$ cat src/rtl/bcd2bin_seq.sv
// Sequential 3-digit BCD-to-binary converter: multiply-by-ten-and-add over three
// cycles between an input valid/ready handshake and an output valid/ready handshake.
module bcd2bin_seq #(
  parameter bit ERR_SAT = 1'b1
) (
  input  logic       i_clk,
  input  logic       i_rst_n,
  input  logic [9:0] i_bcd_in,
  input  logic       i_in_valid,
  output logic       o_in_ready,
  output logic [7:0] o_bin_out,
  output logic       o_err,
  output logic       o_out_valid,
  input  logic       i_out_ready,
  output logic [2:0] o_state
);

  // Handshakes: a transfer happens on a rising edge where valid and ready are both
  // high; valid never waits on ready, and data is held stable while valid is high.
  typedef enum logic [2:0] {
    S_IDLE  = 3'd0,
    S_HUND  = 3'd1,
    S_TENS  = 3'd2,
    S_UNITS = 3'd3,
    S_DONE  = 3'd4
  } state_t;

  state_t     r_state;
  logic [9:0] r_bcd;
  logic [8:0] r_acc;
  logic       r_err_flag;
  logic       r_in_ready;
  logic       r_out_valid;
  logic [7:0] r_bin_out;
  logic       r_err;

  logic [3:0] w_digit;
  logic       w_digit_bad;
  logic [8:0] w_acc_x10;
  logic [8:0] w_acc_mac;
  logic       w_err_final;

  // The same multiply-add serves both the tens and the units step.
  assign w_digit     = (r_state == S_TENS) ? r_bcd[7:4] : r_bcd[3:0];
  assign w_digit_bad = (w_digit > 4'd9);
  assign w_acc_x10   = (r_acc << 3) + (r_acc << 1);
  assign w_acc_mac   = w_acc_x10 + {5'b0_0000, w_digit};
  assign w_err_final = r_err_flag | w_digit_bad | w_acc_mac[8];

  always_ff @(posedge i_clk) begin
    if (!i_rst_n) begin
      r_state     <= S_IDLE;
      r_bcd       <= '0;
      r_acc       <= '0;
      r_err_flag  <= 1'b0;
      r_in_ready  <= 1'b1;
      r_out_valid <= 1'b0;
      r_bin_out   <= '0;
      r_err       <= 1'b0;
    end else begin
      case (r_state)
        S_IDLE: begin
          if (i_in_valid) begin
            r_bcd      <= i_bcd_in;
            r_acc      <= '0;
            r_err_flag <= 1'b0;
            r_in_ready <= 1'b0;
            r_state    <= S_HUND;
          end
        end
        S_HUND: begin
          r_acc   <= {7'b000_0000, r_bcd[9:8]};
          r_state <= S_TENS;
        end
        S_TENS: begin
          r_acc      <= w_acc_mac;
          r_err_flag <= r_err_flag | w_digit_bad;
          r_state    <= S_UNITS;
        end
        S_UNITS: begin
          // Result is registered here so it is stable for the whole DONE period.
          r_acc       <= w_acc_mac;
          r_err_flag  <= r_err_flag | w_digit_bad;
          r_err       <= w_err_final;
          r_bin_out   <= (ERR_SAT && w_err_final) ? 8'hFF : w_acc_mac[7:0];
          r_out_valid <= 1'b1;
          r_state     <= S_DONE;
        end
        S_DONE: begin
          if (i_out_ready) begin
            r_out_valid <= 1'b0;
            r_in_ready  <= 1'b1;
            r_state     <= S_IDLE;
          end
        end
        default: begin
          r_out_valid <= 1'b0;
          r_in_ready  <= 1'b1;
          r_state     <= S_IDLE;
        end
      endcase
    end
  end

  assign o_in_ready  = r_in_ready;
  assign o_out_valid = r_out_valid;
  assign o_bin_out   = r_bin_out;
  assign o_err       = r_err;
  assign o_state     = r_state;

endmodule

$ cat config.mk
export PLATFORM = sky130hd
export DESIGN_NAME = bcd2bin_seq
export DESIGN_NICKNAME = d
export VERILOG_FILES = /design/src/rtl/bcd2bin_seq.sv
export SDC_FILE = /design/constraint.sdc
export NUM_CORES = 1
export LEC_CHECK = 0
export BUFFER_PORTS_ARGS = -buffer_cell sky130_fd_sc_hd__buf_2
export CAP_MARGIN = 20
export CORE_ASPECT_RATIO = 0.8
export CORE_MARGIN = 2
export CORE_UTILIZATION = 52
export CTS_BUF_LIST = sky130_fd_sc_hd__clkbuf_8
export DETAILED_ROUTE_END_ITERATION = 6
export HOLD_SLACK_MARGIN = 0.03
export PLACE_DENSITY = 0.76
export SLEW_MARGIN = 20
export SYNTH_ARGS = -nofsm -noshare
export SYNTH_HDL_FRONTEND = slang
export SYNTH_SLANG_ARGS = --single-unit
$ cat constraint.sdc
create_clock -name i_clk -period 3.04 [get_ports i_clk]
set_clock_uncertainty 0.1 [all_clocks]
set_input_delay 0.608 -clock i_clk [delete_from_list [all_inputs] [get_ports i_clk]]
set_output_delay 0.608 -clock i_clk [all_outputs]
set_load 0.005 [all_outputs]
**Word level (Yosys, flattened, before mapping)**

Index checks and enable logic that the tools add are counted.

- Bitwise operators: 4
- Add/sub/neg operators: 2
- Equal/unequal tests: 6
- Muxes and demuxes: 13
- Order comparisons: 1
- Reductions and logical operators: 12

Operators by type and width:

| kind | count |
|---|---|
| $pmux W8 S3 | 1 |
| $mux W8 | 2 |
| $pmux W3 S5 | 1 |
| $reduce_and A2 Y1 | 5 |
| $add A9 B4 Y9 | 1 |
| $add A9 B9 Y9 | 1 |
| $eq A3 B2 Y1 const B | 2 |
| $mux W3 | 2 |
| $pmux W1 S3 | 2 |
| $reduce_or A3 Y1 | 2 |
| $gt A4 B4 Y1 const B | 1 |
| $mux W4 | 1 |
| $ne A2 B2 Y1 const B | 2 |
| $eq A3 B1 Y1 const B | 1 |
| $eq A3 B3 Y1 const B | 1 |
| $logic_not A3 Y1 | 1 |
| $mux W1 | 3 |
| $reduce_and A3 Y1 | 1 |
| $reduce_bool A3 Y1 | 1 |
| $not A1 Y1 | 2 |
| $or A1 B1 Y1 | 2 |
| $pmux W1 S2 | 1 |
| $reduce_bool A2 Y1 | 1 |
| $reduce_or A2 Y1 | 1 |

- Output and inout port bits: 14
- Input port bits: 14
- Flip-flop bits (word level): 33
- Word-level logic and storage cells: 46

**Logic depth before layout (Yosys ltp)**

Gate-level depths: netlist of the first run.

- Word-level depth: 6
- Mapped depth: 11
- Mapped depth without buffers: 10

**Worst setup path after synthesis of the first run**

No wires, ideal clock.

- Path type: register to register
- From: register r_state[1] (netlist: o_state[1])
- To: register r_bin_out[7] (netlist: o_bin_out[7])
- Required time: 2.796 ns
- Setup time: 0.144 ns
- Path buffers: 1
- Period minus slack after synthesis: 3.230 ns
- Cell stages (with the launch flop): 12
- Slack: -0.190 ns
- Data arrival time: 2.986 ns
- Path through: dfxtp_1 -> buf_4 -> nor3b_4 -> mux2_2 -> ha_1 -> ha_1 -> fa_1 -> a211oi_1 -> o21bai_1 -> a21oi_1 -> xnor2_1 -> a31oi_1

- Word-level cells in the longest chain between the ends: 6
- Elaborated cells on any way between the ends: 8
- Those cells by class: 1 x add/sub; 1 x order compare; 2 x eq/ne; 2 x mux; 2 x bitwise

RTL lines:

| element | line | text |
|---|---|---|
| start: declaration | 28 | `state_t r_state;` |
| start signal: assignment | 52 | `r_state <= S_IDLE;` |
| start signal: assignment | 68 | `r_state <= S_HUND;` |
| start signal: assignment | 73 | `r_state <= S_TENS;` |
| branches (longest 6 deep; another with $add A9 B4 Y9) | - |  |
| end signal: assignment | 85 | `r_bin_out <= (ERR_SAT && w_err_final) ? 8'hFF : w_acc_mac[7:0];` |
| end: declaration | 34 | `logic [7:0] r_bin_out;` |

Several ways; the timed one is not identified.
A chain may end at the register's enable or synchronous reset.

**Final worst setup path of the first run**

- From: register r_state[0] (netlist: o_state[0])
- To: register r_acc[7]

- Word-level cells in the longest chain between the ends: 4
- Elaborated cells on any way between the ends: 11
- Those cells by class: 1 x add/sub; 4 x eq/ne; 2 x mux; 4 x reduce/logical

RTL lines:

| element | line | text |
|---|---|---|
| $eq A3 B2 Y1 (on tied branches) | 44, 61 |  |
| $mux W4 / $reduce_or A2 Y1 (equally long branches) | - |  |
| $add A9 B4 Y9 / $reduce_bool A3 Y1 (equally long branches) | - |  |
| $pmux W8 S3 / $reduce_and A2 Y1 (equally long branches) | - |  |
| end signal: assignment | 72 | `r_acc <= {7'b000_0000, r_bcd[9:8]};` |
| end signal: assignment | 76 | `r_acc <= w_acc_mac;` |
| end signal: assignment | 82 | `r_acc <= w_acc_mac;` |
| end: declaration | 30 | `logic [8:0] r_acc;` |

Several ways; a longest one is shown, not always the timed one.

==> impl_metrics.toml, run 1 <==
[sta]
final-hold-violation-count = 0
rsz0062_at_grt = "yes"
tightestPinTransition_ns = 0.6839
slew_violations = 0
slew_headroom_pct = 54.08
maxClockFrequency_mhz = 321.9
whs_ns = 0.3632
worst_slack_ns = -0.06633
fin_crit_sh_pct = 102.2
period_needed_ns = 3.106
setup_violations = 8

[clock_network]
cts_max_level = 2
clockBufferDepth = 2
cts_buffers = 5
clk_pin_slew_worst_paths_ns = 0.07
cts_tree = "done"
clock_latency_ns = 0.29
numClockSinks = 33
clock-root-buffer = "clkbuf_8"

[synth]
post-synth-top-area-cell = "dfxtp_1"
ys_warn_count = 0
synthCells = 191
yosysUniqueCellTypes = 39
synth_edf_count = 0
ys_ff_latch = 33
syn_area_um2 = 1715
synthTopCellsByArea = "dfxtp_1, ha_1, nand2_1, a21boi_0, o21ai_0"
yosys.area.top_type_share_pct = 38.51
seq_area_frac_synth_pct = 38.51
async_reset_ff_share_pct = 0
dominantRegCellSynth = "dfxtp_1"
syn_nets = 219
synth_area_per_cell_um2 = 8.981

[critical_path]
crit_start = "o_state[0]$_SDFFE_PN0P_"
critPathCaptureType = "register"
critPathArrivalTime_ns = 3.19
required_ns = 3.12
r2r-end = "r_acc[7]$_SDFFE_PN0P_"
rr_worst_depth = 10
reg2reg_from = "o_state[0]$_SDFFE_PN0P_"
regToRegSetupSlack_ns = -0.07
start_kind = "register"
critPathKind = "reg2reg"
cp_max_fo = 5

[global_route]
grt-ovfl-total = 0
grt_max_degree = 34
antenna_found_initial = 0
grt.met1_usage_pct = 36.40
grt.met2_usage_pct = 36.89
grt_pass1_vias = 1470
grt.busiest_layer = "met2"
track_usage_pct = 25.48
use_met3_pct = 6.721
grt_first_pass_wirelength_um = 7120

[power]
power_density_nw_per_um2 = 484.0
pwr-share-seq_pct = 44.6
p_leak_nw = 0.9469
netSwitchingPower_uw = 280.3
pwr-share-comb_pct = 17.7
cellInternalPower_uw = 781.4
ir_drop_mv = 0.3546
p_sw_share_pct = 26.40
clock_power_share_pct = 37.7

[cells_and_area]
n_antenna_cell = 0
num-fill-cells = 226
area_growth_pct = 27.86
post_route_cells_drive_above_1_share_pct = 31.00
final_nets = 257

[die]
ios = 28
die_height_um = 55.37
fp.dieW_um = 68.22
core_um2 = 3108
die_area_um2 = 3777
row_count = 18
start_util_pct = 55.19

[place]
io_buffers = 27
gp_congestion = 0.8370
hpwl_um = 2856
dpl_worst_slack_ns = 0.02491

[run_status]
violations = "negative setup slack"
outcome = "finished, violations left"

[detailed_routing]
wire_per_inst_um = 16.65
vias_per_cell = 5.755
drt_wl_total_um = 4479
ant_nets = 0
drc = 0
via_count = 1548
first_iter_violations = 157
drtPass1Iterations = 5

[hold_path]
whs_endpoint = "r_bcd[0]$_SDFFE_PN0P_"
hp-start = "r_bcd[0]$_SDFFE_PN0P_"
whs_path_depth = 2
hold_class = "reg2reg"

[run]
max-cap-violations = 0
## critical path, stage by stage, from the launching register on
cell and delay (ns):
dfxtp_2 0.33, nor3b_4 0.28, mux2i_2 0.33, fa_1 0.24, inv_1 0.07, ha_1 0.43
o21ai_0 0.20, o211a_1 0.28, a2111oi_2 0.43, o21ai_0 0.12, and2_1 0.17
## timing repair
action | 4_1_cts | 5_1_grt
hold buffers | 0 | 0
setup endpoints to repair | 5 | 12
resized for setup | 5 | 5
buffers inserted | 2 | 4
pin swaps | 6 | 14
gates cloned | 1 | 0
## kinds of logic after synthesis
group / Yosys count / synth area share (%)
flip-flops: 33 / 38.51
AO/OA/AOI/OAI: 57 / 21.88
buffers and inverters: 20 / 4.814
XOR/XNOR: 7 / 3.574
AND/OR/NAND/NOR: 56 / 17.65
adder cells (fa/ha/maj): 14 / 11.09
multiplexers: 4 / 2.480
## registers in the layout (all words and copies together), names as in the netlist
name         flops
o_err            1
o_bin_out        8
r_err_flag       1
r_bcd           10
r_acc            8
o_state          3
o_out_valid      1
o_in_ready       1
## layer usage
layer,up-vias,wire length [um],share of wire [%]
li1,744,-,-
met1,725,1991,44
met2,69,2044,46
met3,10,393,8.8
met4,0,49,1.1
met5,-,0,0
## per-stage QoR
step                      total power, mW  cell area, um^2  utilization, %  setup TNS [ns]  instances
after CTS                           1.056             2131           68.56               0        265
final                               1.062             2193           70.57         -0.1916        269
after detailed placement           0.6550             1953           62.84               0        255
after floorplan                    0.6005             1770               -               0        191
after global placement             0.6488             1953           62.84               0        255
after global routing                1.106             2193           70.57          -1.233        269
## Yosys cell counts (all sizes together), types with 2 or more instances
library cell and number:
xor2 3, nor3 4, a22oi 3, nor3b 3
nor4b 2, nor2b 8, a21boi 10, nor2 3
buf 4, a21o 2, clkbuf 6, o21ai 15
mux2i 2, xnor2 4, fa 2, a2bb2oi 2
mux2 2, inv 10, ha 12, and2 5
dfxtp 33, nand2b 2, a211oi 3, a31oi 8
nand2 26, a21oi 8
## cell usage in the layout (no fill, tap or decap), drive strengths merged, types with 5 or more instances in the layout
master	Yosys	layout
ha	12	12
clkbuf	6	5
and2	5	5
o21ai	15	15
buf	4	40
a21boi	10	10
inv	10	10
xnor2	4	5
nor2b	8	8
a21oi	8	8
a31oi	8	8
nand2	26	26
dfxtp	33	33
## final cells by class
| class | instances | area, um^2 | share of cell area, % |
|---|---|---|---|
| inverter | 10 | 37.54 | 1.711 |
| tap | 40 | 50.05 | 2.282 |
| clock buffer | 5 | 68.82 | 3.137 |
| sequential | 33 | 663.1 | 30.23 |
| timing repair buffer | 40 | 236.5 | 10.78 |
| clock inverter | 2 | 35.03 | 1.597 |
| multi-input combinational | 139 | 1102 | 50.26 |
## power groups by stage
| stage | combinational (mW) | clock [mW] | sequential [mW] |
|---|---|---|---|
| after floorplan | 0.119 | 0 | 0.481 |
| after global placement | 0.167 | 0 | 0.482 |
| after detailed placement | 0.172 | 0 | 0.483 |
| after CTS | 0.178 | 0.405 | 0.473 |
| after global routing | 0.206 | 0.424 | 0.476 |
| final | 0.187 | 0.401 | 0.474 |
## worst max path at each step
stage                     slack (ns)                        end  cells after the start
after global routing           -0.17      r_acc[7]$_SDFFE_PN0P_                     10
after global placement           0.1  o_bin_out[2]$_SDFFE_PN0P_                     10
after CTS                      0.009      r_acc[7]$_SDFFE_PN0P_                     10
after floorplan                0.009      r_acc[7]$_SDFFE_PN0P_                     11
final                          -0.07      r_acc[7]$_SDFFE_PN0P_                     10
after detailed placement        0.02      r_acc[7]$_SDFFE_PN0P_                     10
Note: power is estimated with default switching activity, not from simulation.
==> inputs of run 2 (changes only) <==
==> config.mk (replaced) <==
export PLATFORM = sky130hd
export DESIGN_NAME = bcd2bin_seq
export DESIGN_NICKNAME = d
export VERILOG_FILES = /design/src/rtl/bcd2bin_seq.sv
export SDC_FILE = /design/constraint.sdc
export NUM_CORES = 1
export LEC_CHECK = 0
export CAP_MARGIN = 20
export CORE_ASPECT_RATIO = 0.8
export CORE_MARGIN = 2
export CORE_UTILIZATION = 60
export CTS_BUF_LIST = sky130_fd_sc_hd__clkbuf_8
export DETAILED_ROUTE_END_ITERATION = 6
export DONT_BUFFER_PORTS = 1
export HOLD_SLACK_MARGIN = 0.03
export PLACE_DENSITY = 0.75
export SLEW_MARGIN = 20
export SYNTH_ARGS = -nofsm -noshare
export SYNTH_HDL_FRONTEND = slang
export SYNTH_SLANG_ARGS = --single-unit
==> constraint.sdc (replaced) <==
create_clock -name i_clk -period 3.85 [get_ports i_clk]
set_clock_uncertainty 0.1 [all_clocks]
set_input_delay 0.77 -clock i_clk [delete_from_list [all_inputs] [get_ports i_clk]]
set_output_delay 0.77 -clock i_clk [all_outputs]
set_load 0.005 [all_outputs]
==> run 2 against run 1 <==
Against the previous run: the run now ends clean; global-route usage down 0.27 points; utilization fell by 3.2 points; non-clock buffer count decreased by 37; sequential power down 21%; hold slack better by 0.0012 ns; combinational power shrank 43%; sequential cell count unchanged; die area shrank 12%; cell count decreased by 14%; final area down 16%.
==> impl_metrics.toml, run 2 (same netlist as run 1, synthesis figures left out) <==
[critical_path]
critPathArrivalTime_ns = 3.47
cp_num_buf_inv = 0
critPathCaptureType = "register"
path_cells = "nor3b_4 -> mux2_2 -> ha_1 -> ha_1 -> fa_1 -> a211oi_1 -> o21bai_1 -> a21oi_1 -> xnor2_1 -> a31oi_1"
required_ns = 3.87
cpPeakStageDelay_ns = 0.43
critPathKind = "reg2reg"
start_kind = "register"
cpLargestDelayFamily = "adder cells"
cp_max_fo = 9
slowest_stage = "fa_1"
crit_top_cell = "ha_1"

[global_route]
antenna_found_initial = 0
track_usage_pct = 25.21
grt.met2_usage_pct = 37.85
grt_pass1_vias = 1359
grt_max_degree = 34
grt.busiest_layer = "met2"
grt_first_pass_wirelength_um = 6272
grt-ovfl-total = 0
grt.met1_usage_pct = 32.97
use_met3_pct = 7.576

[sta]
final-hold-violation-count = 0
fin_crit_sh_pct = 89.53
rsz0062_at_grt = "no"
period_needed_ns = 3.447
maxClockFrequency_mhz = 290.1
setup_tns_ns = 0
setup_violations = 0
tightestPinTransition_ns = 0.9667
slew_violations = 0
slew_headroom_pct = 35.38

[power]
ir_drop_mv = 0.3316
cellInternalPower_uw = 566.6
clock_power_share_pct = 37.4
fin_total_pwr_uw = 768.8
power_density_nw_per_um2 = 416.0
netSwitchingPower_uw = 202.2
p_sw_share_pct = 26.30
p_leak_nw = 0.7611
pwr-share-seq_pct = 48.7
pwr-share-comb_pct = 13.9

[detailed_routing]
first_iter_violations = 63
vias_per_cell = 5.961
drt_wl_total_um = 3679
drc = 0
drtPass1Iterations = 4
ant_nets = 0
wire_per_inst_um = 16.00
via_count = 1371

[clock_network]
cts_setup_buffers = 0
numClockSinks = 33
clock_latency_ns = 0.29
clk_pin_slew_worst_paths_ns = 0.07
cts_max_level = 2
cts_buffers = 5
cts_resized = 0
cts_tree = "done"
clockBufferDepth = 2
holdBufCountCts = 0
clock-root-buffer = "clkbuf_8"

[cells_and_area]
post_route_cells_drive_above_1_share_pct = 9.896
area_growth_pct = 7.731
mostFrequentLayoutCell = "dfxtp_1"
n_antenna_cell = 0
layout_common_cells = "dfxtp_1, nand2_1, o21ai_0"
final_nets = 219
largest_register_ff_count = 10
top_register = "r_bcd"

[die]
row_count = 17
ios = 28
die_height_um = 51.83
die_area_um2 = 3305
start_util_pct = 62.52
core_um2 = 2744
fp.dieW_um = 63.78

[run_status]
outcome = "finished clean"

[run]
max-cap-violations = 0

[place]
hpwl_um = 2760
io_buffers = 0
gp_congestion = 0.9825

[hold_path]
hold_class = "reg2reg"
run 2: path summary, 6_finish.rpt:
check | from | end | slack [ns] | depth (start not counted)
max | o_state[2]$_SDFFE_PN0P_ | o_bin_out[2]$_SDFFE_PN0P_ | 0.40 | 10
min | r_bcd[9]$_SDFFE_PN0P_ | r_bcd[9]$_SDFFE_PN0P_ | 0.36 | 2
max reg2reg | o_state[2]$_SDFFE_PN0P_ | o_bin_out[2]$_SDFFE_PN0P_ | 0.40 | 10
min reg2reg | r_bcd[9]$_SDFFE_PN0P_ | r_bcd[9]$_SDFFE_PN0P_ | 0.36 | 2
run 2: worst reg2reg max path, stage by stage, from the launching register on:
cell and delay, ns:
dfxtp_1 0.34, nor3b_4 0.35, mux2_2 0.39, ha_1 0.28
ha_1 0.25, fa_1 0.43, a211oi_1 0.26, o21bai_1 0.11
a21oi_1 0.18, xnor2_1 0.38, a31oi_1 0.22
run 2: per-stage QoR:
| stage | util [%] | area, um^2 | hold slack, ns | std cells | worst slack [ns] |
|---|---|---|---|---|---|
| after floorplan | - | 1715 | 0.3428 | 191 | 0.6201 |
| after global placement | 63.66 | 1747 | 0.3550 | 222 | 0.5428 |
| after detailed placement | 63.66 | 1747 | 0.3593 | 222 | 0.4790 |
| after CTS | 67.35 | 1848 | 0.3686 | 230 | 0.4421 |
| after global routing | 67.35 | 1848 | 0.3937 | 230 | 0.2430 |
| final | 67.35 | 1848 | 0.3643 | 230 | 0.4033 |
run 2: layout make-up:
cell class                 instances  area [um^2]
fill                             235        895.9
multi-input combinational        138        978.4
sequential                        33        660.6
inverter                          10        37.54
timing repair buffer               3        22.52
tap                               38        47.55
clock buffer                       7        96.34
clock inverter                     1        5.005
run 2: layer usage:
metal	vias to the layer above	share of wire (%)
li1	667	-
met1	658	48
met2	38	45
met3	8	6.0
met4	0	1.7
met5	-	0
run 2: power groups by stage:
| stage | logic [mW] | registers (mW) | clock network (mW) |
|---|---|---|---|
| detailed placement | 0.106 | 0.382 | 0 |
| global placement | 0.102 | 0.382 | 0 |
| finish | 0.107 | 0.375 | 0.287 |
| global route | 0.121 | 0.377 | 0.303 |
| floorplan | 0.0870 | 0.378 | 0 |
| CTS | 0.106 | 0.374 | 0.292 |
==> inputs of run 3 (changes only) <==
--- a/config.mk
+++ b/config.mk
@@ -5,6 +5,7 @@
 export SDC_FILE = /design/constraint.sdc
 export NUM_CORES = 1
 export LEC_CHECK = 0
+export ABC_AREA = 1
 export CAP_MARGIN = 20
 export CORE_ASPECT_RATIO = 0.8
 export CORE_MARGIN = 2
==> run 3 against run 2 <==
Against the previous run: sequential share of layout area increased by 1.2 points; final area is 3.2% lower; non-clock buffer count is 3 lower; critical path type unchanged; highest routed layer unchanged.
==> impl_metrics.toml, run 3 <==
[synth]
yosys.area.top_type_share_pct = 39.34
ys_ff_latch = 33
synthCells = 228
syn_area_um2 = 1679
synth_top_family_by_area = "simple AND/OR/NAND/NOR gates"
synth_fa_ha_area_share_pct = 11.33
synth_area_per_cell_um2 = 7.365
synth.area.mux_share_pct = 0
yosysUniqueCellTypes = 25
post-synth-top-area-cell = "dfxtp_1"
synthTopCellsByArea = "dfxtp_1, nand2_1, a21oi_1, ha_1, inv_1"
dominantRegCellSynth = "dfxtp_1"
synth_xor_area_share_pct = 1.565
seq_area_frac_synth_pct = 39.34
synth_edf_count = 0
synth-compound-area-share_pct = 16.24
synthTopCellsByCount = "nand2_1, inv_1, dfxtp_1"
async_reset_ff_share_pct = 0
yosysMostFrequentCell = "nand2_1"
ys_warn_count = 0
syn_nets = 256
synthSimpleGateAreaFrac_pct = 21.83

[critical_path]
critPathKind = "reg2reg"
cp_max_fo = 8
critPathArrivalTime_ns = 3.00
required_ns = 3.92
regToRegSetupSlack_ns = 0.92
critPathCaptureType = "register"
start_kind = "register"

[run_status]
outcome = "finished clean"

[die]
die_height_um = 51.32
start_util_pct = 62.16
fp.dieW_um = 63.15
row_count = 17
core_um2 = 2701
ios = 28
die_area_um2 = 3240

[detailed_routing]
via_count = 1421
wire_per_inst_um = 12.87
ant_nets = 0
route.met3.wl_um = 240
drt_wl_total_um = 3450
met2_length_um = 1407
drtPass1Iterations = 4
wl_met1_um = 1752
first_iter_violations = 132
vias_per_cell = 5.302
drc = 0
highest_layer = "met4"

[place]
io_buffers = 0
hpwl_um = 2592
gp_congestion = 0.8665
place_area_um2 = 1703
dpl_worst_slack_ns = 0.9427

[sta]
worst_slack_ns = 0.9222
fin_crit_sh_pct = 76.05
setup_tns_ns = 0
period_needed_ns = 2.928
rsz0062_at_grt = "no"
tightestPinTransition_ns = 0.6532
final-hold-violation-count = 0
slew_violations = 0
slew_headroom_pct = 56.29
setup_violations = 0
whs_ns = 0.3572
maxClockFrequency_mhz = 341.6

[global_route]
grt_pass1_vias = 1235
track_usage_pct = 23.63
antenna_found_initial = 0
grt_first_pass_wirelength_um = 5761
grt-ovfl-total = 0
grt_max_degree = 21

[clock_network]
numClockSinks = 33
cts_setup_buffers = 0
clock_latency_ns = 0.29
cts_resized = 0
cts_tree = "done"
clock-root-buffer = "clkbuf_8"
holdBufCountCts = 0
cts_buffers = 5
clockBufferDepth = 2
cts_max_level = 2
clk_pin_slew_worst_paths_ns = 0.06

[hold_path]
hold_class = "reg2reg"

[power]
power_density_nw_per_um2 = 432.1
p_leak_nw = 0.8657
ir_drop_mv = 0.3002

[cells_and_area]
largest_register_ff_count = 10
mostFrequentLayoutCell = "nand2_1"
top_register = "r_bcd"
layout_common_cells = "nand2_1, inv_1, dfxtp_1"
design_area_um2 = 1789
post_route_cells_drive_above_1_share_pct = 5.217
final_core_util_pct = 66.23
area_growth_pct = 6.558
final_nets = 258
n_antenna_cell = 0

[run]
max-cap-violations = 0
[run 3: changes by cell type in the layout (fill, tap and decap cells not counted), moves of 5 or more]
cell      delta
nor2b_1      -8
nand3_1     +12
nand2_1     +25
a21boi_0    -10
o21ai_0      +5
a31oi_1      -7
and2_1       -5
nor2_1       +5
inv_1       +27
a21oi_1     +23
[run 3: final timing paths]
kind / startpoint / endpoint / depth (start not counted)
worst max-delay path: o_state[2]$_SDFFE_PN0P_ / o_bin_out[2]$_SDFFE_PN0P_ / 15
worst max register to register: o_state[2]$_SDFFE_PN0P_ / o_bin_out[2]$_SDFFE_PN0P_ / 15
worst min register to register: r_bcd[2]$_SDFFE_PN0P_ / r_bcd[2]$_SDFFE_PN0P_ / 2
worst min-delay path: r_bcd[2]$_SDFFE_PN0P_ / r_bcd[2]$_SDFFE_PN0P_ / 2
[run 3: cell families (layout without fill, tap and decap cells)]
group / count (synthesis) / count (layout)
AND/OR/NAND/NOR: 82 / 82
AO/OA/AOI/OAI: 54 / 54
buffers and inverters: 42 / 44
flip-flops: 33 / 33
adder cells (fa/ha/maj): 14 / 14
XOR/XNOR: 3 / 3
[run 3: cell type report]
cell class / count / area (um^2)
inverter: 37 / 138.9
multi-input combinational: 153 / 855.8
clock inverter: 1 / 3.754
tap: 38 / 47.55
sequential: 33 / 660.6
fill: 260 / 912.1
clock buffer: 6 / 82.58
[run 3: routing by layer]
layer  track usage (%)  vias up
met2             31.21       42
met3             7.048        7
met5                 0        -
li1                  -      747
met4             11.11        0
met1             34.67      625
[run 3: stage by stage]
step	cells	power [mW]
after floorplan	228	0.4941
after global placement	261	0.5180
after detailed placement	261	0.5210
after CTS	268	0.7762
after global routing	268	0.8132
final	268	0.7731
[run 3: power breakdown]
| part | total, mW | internal (mW) | switching [mW] |
|---|---|---|---|
| clock network | 0.258 | 0.139 | 0.119 |
| logic | 0.130 | 0.0428 | 0.0873 |
| registers | 0.385 | 0.367 | 0.0183 |
[run 3: worst max-delay path: stages (launching register included)]
cell and delay [ns]:
dfxtp_1 0.40, nor2_4 0.21, nand2_4 0.10, o21ai_1 0.16, inv_1 0.07, fa_1 0.47
inv_1 0.07, fa_1 0.45, nand3_1 0.11, nand2_1 0.08, nand2_1 0.08, nand2_1 0.05
nand2_1 0.06, nand2_1 0.09, nor2_4 0.21, a21oi_1 0.10
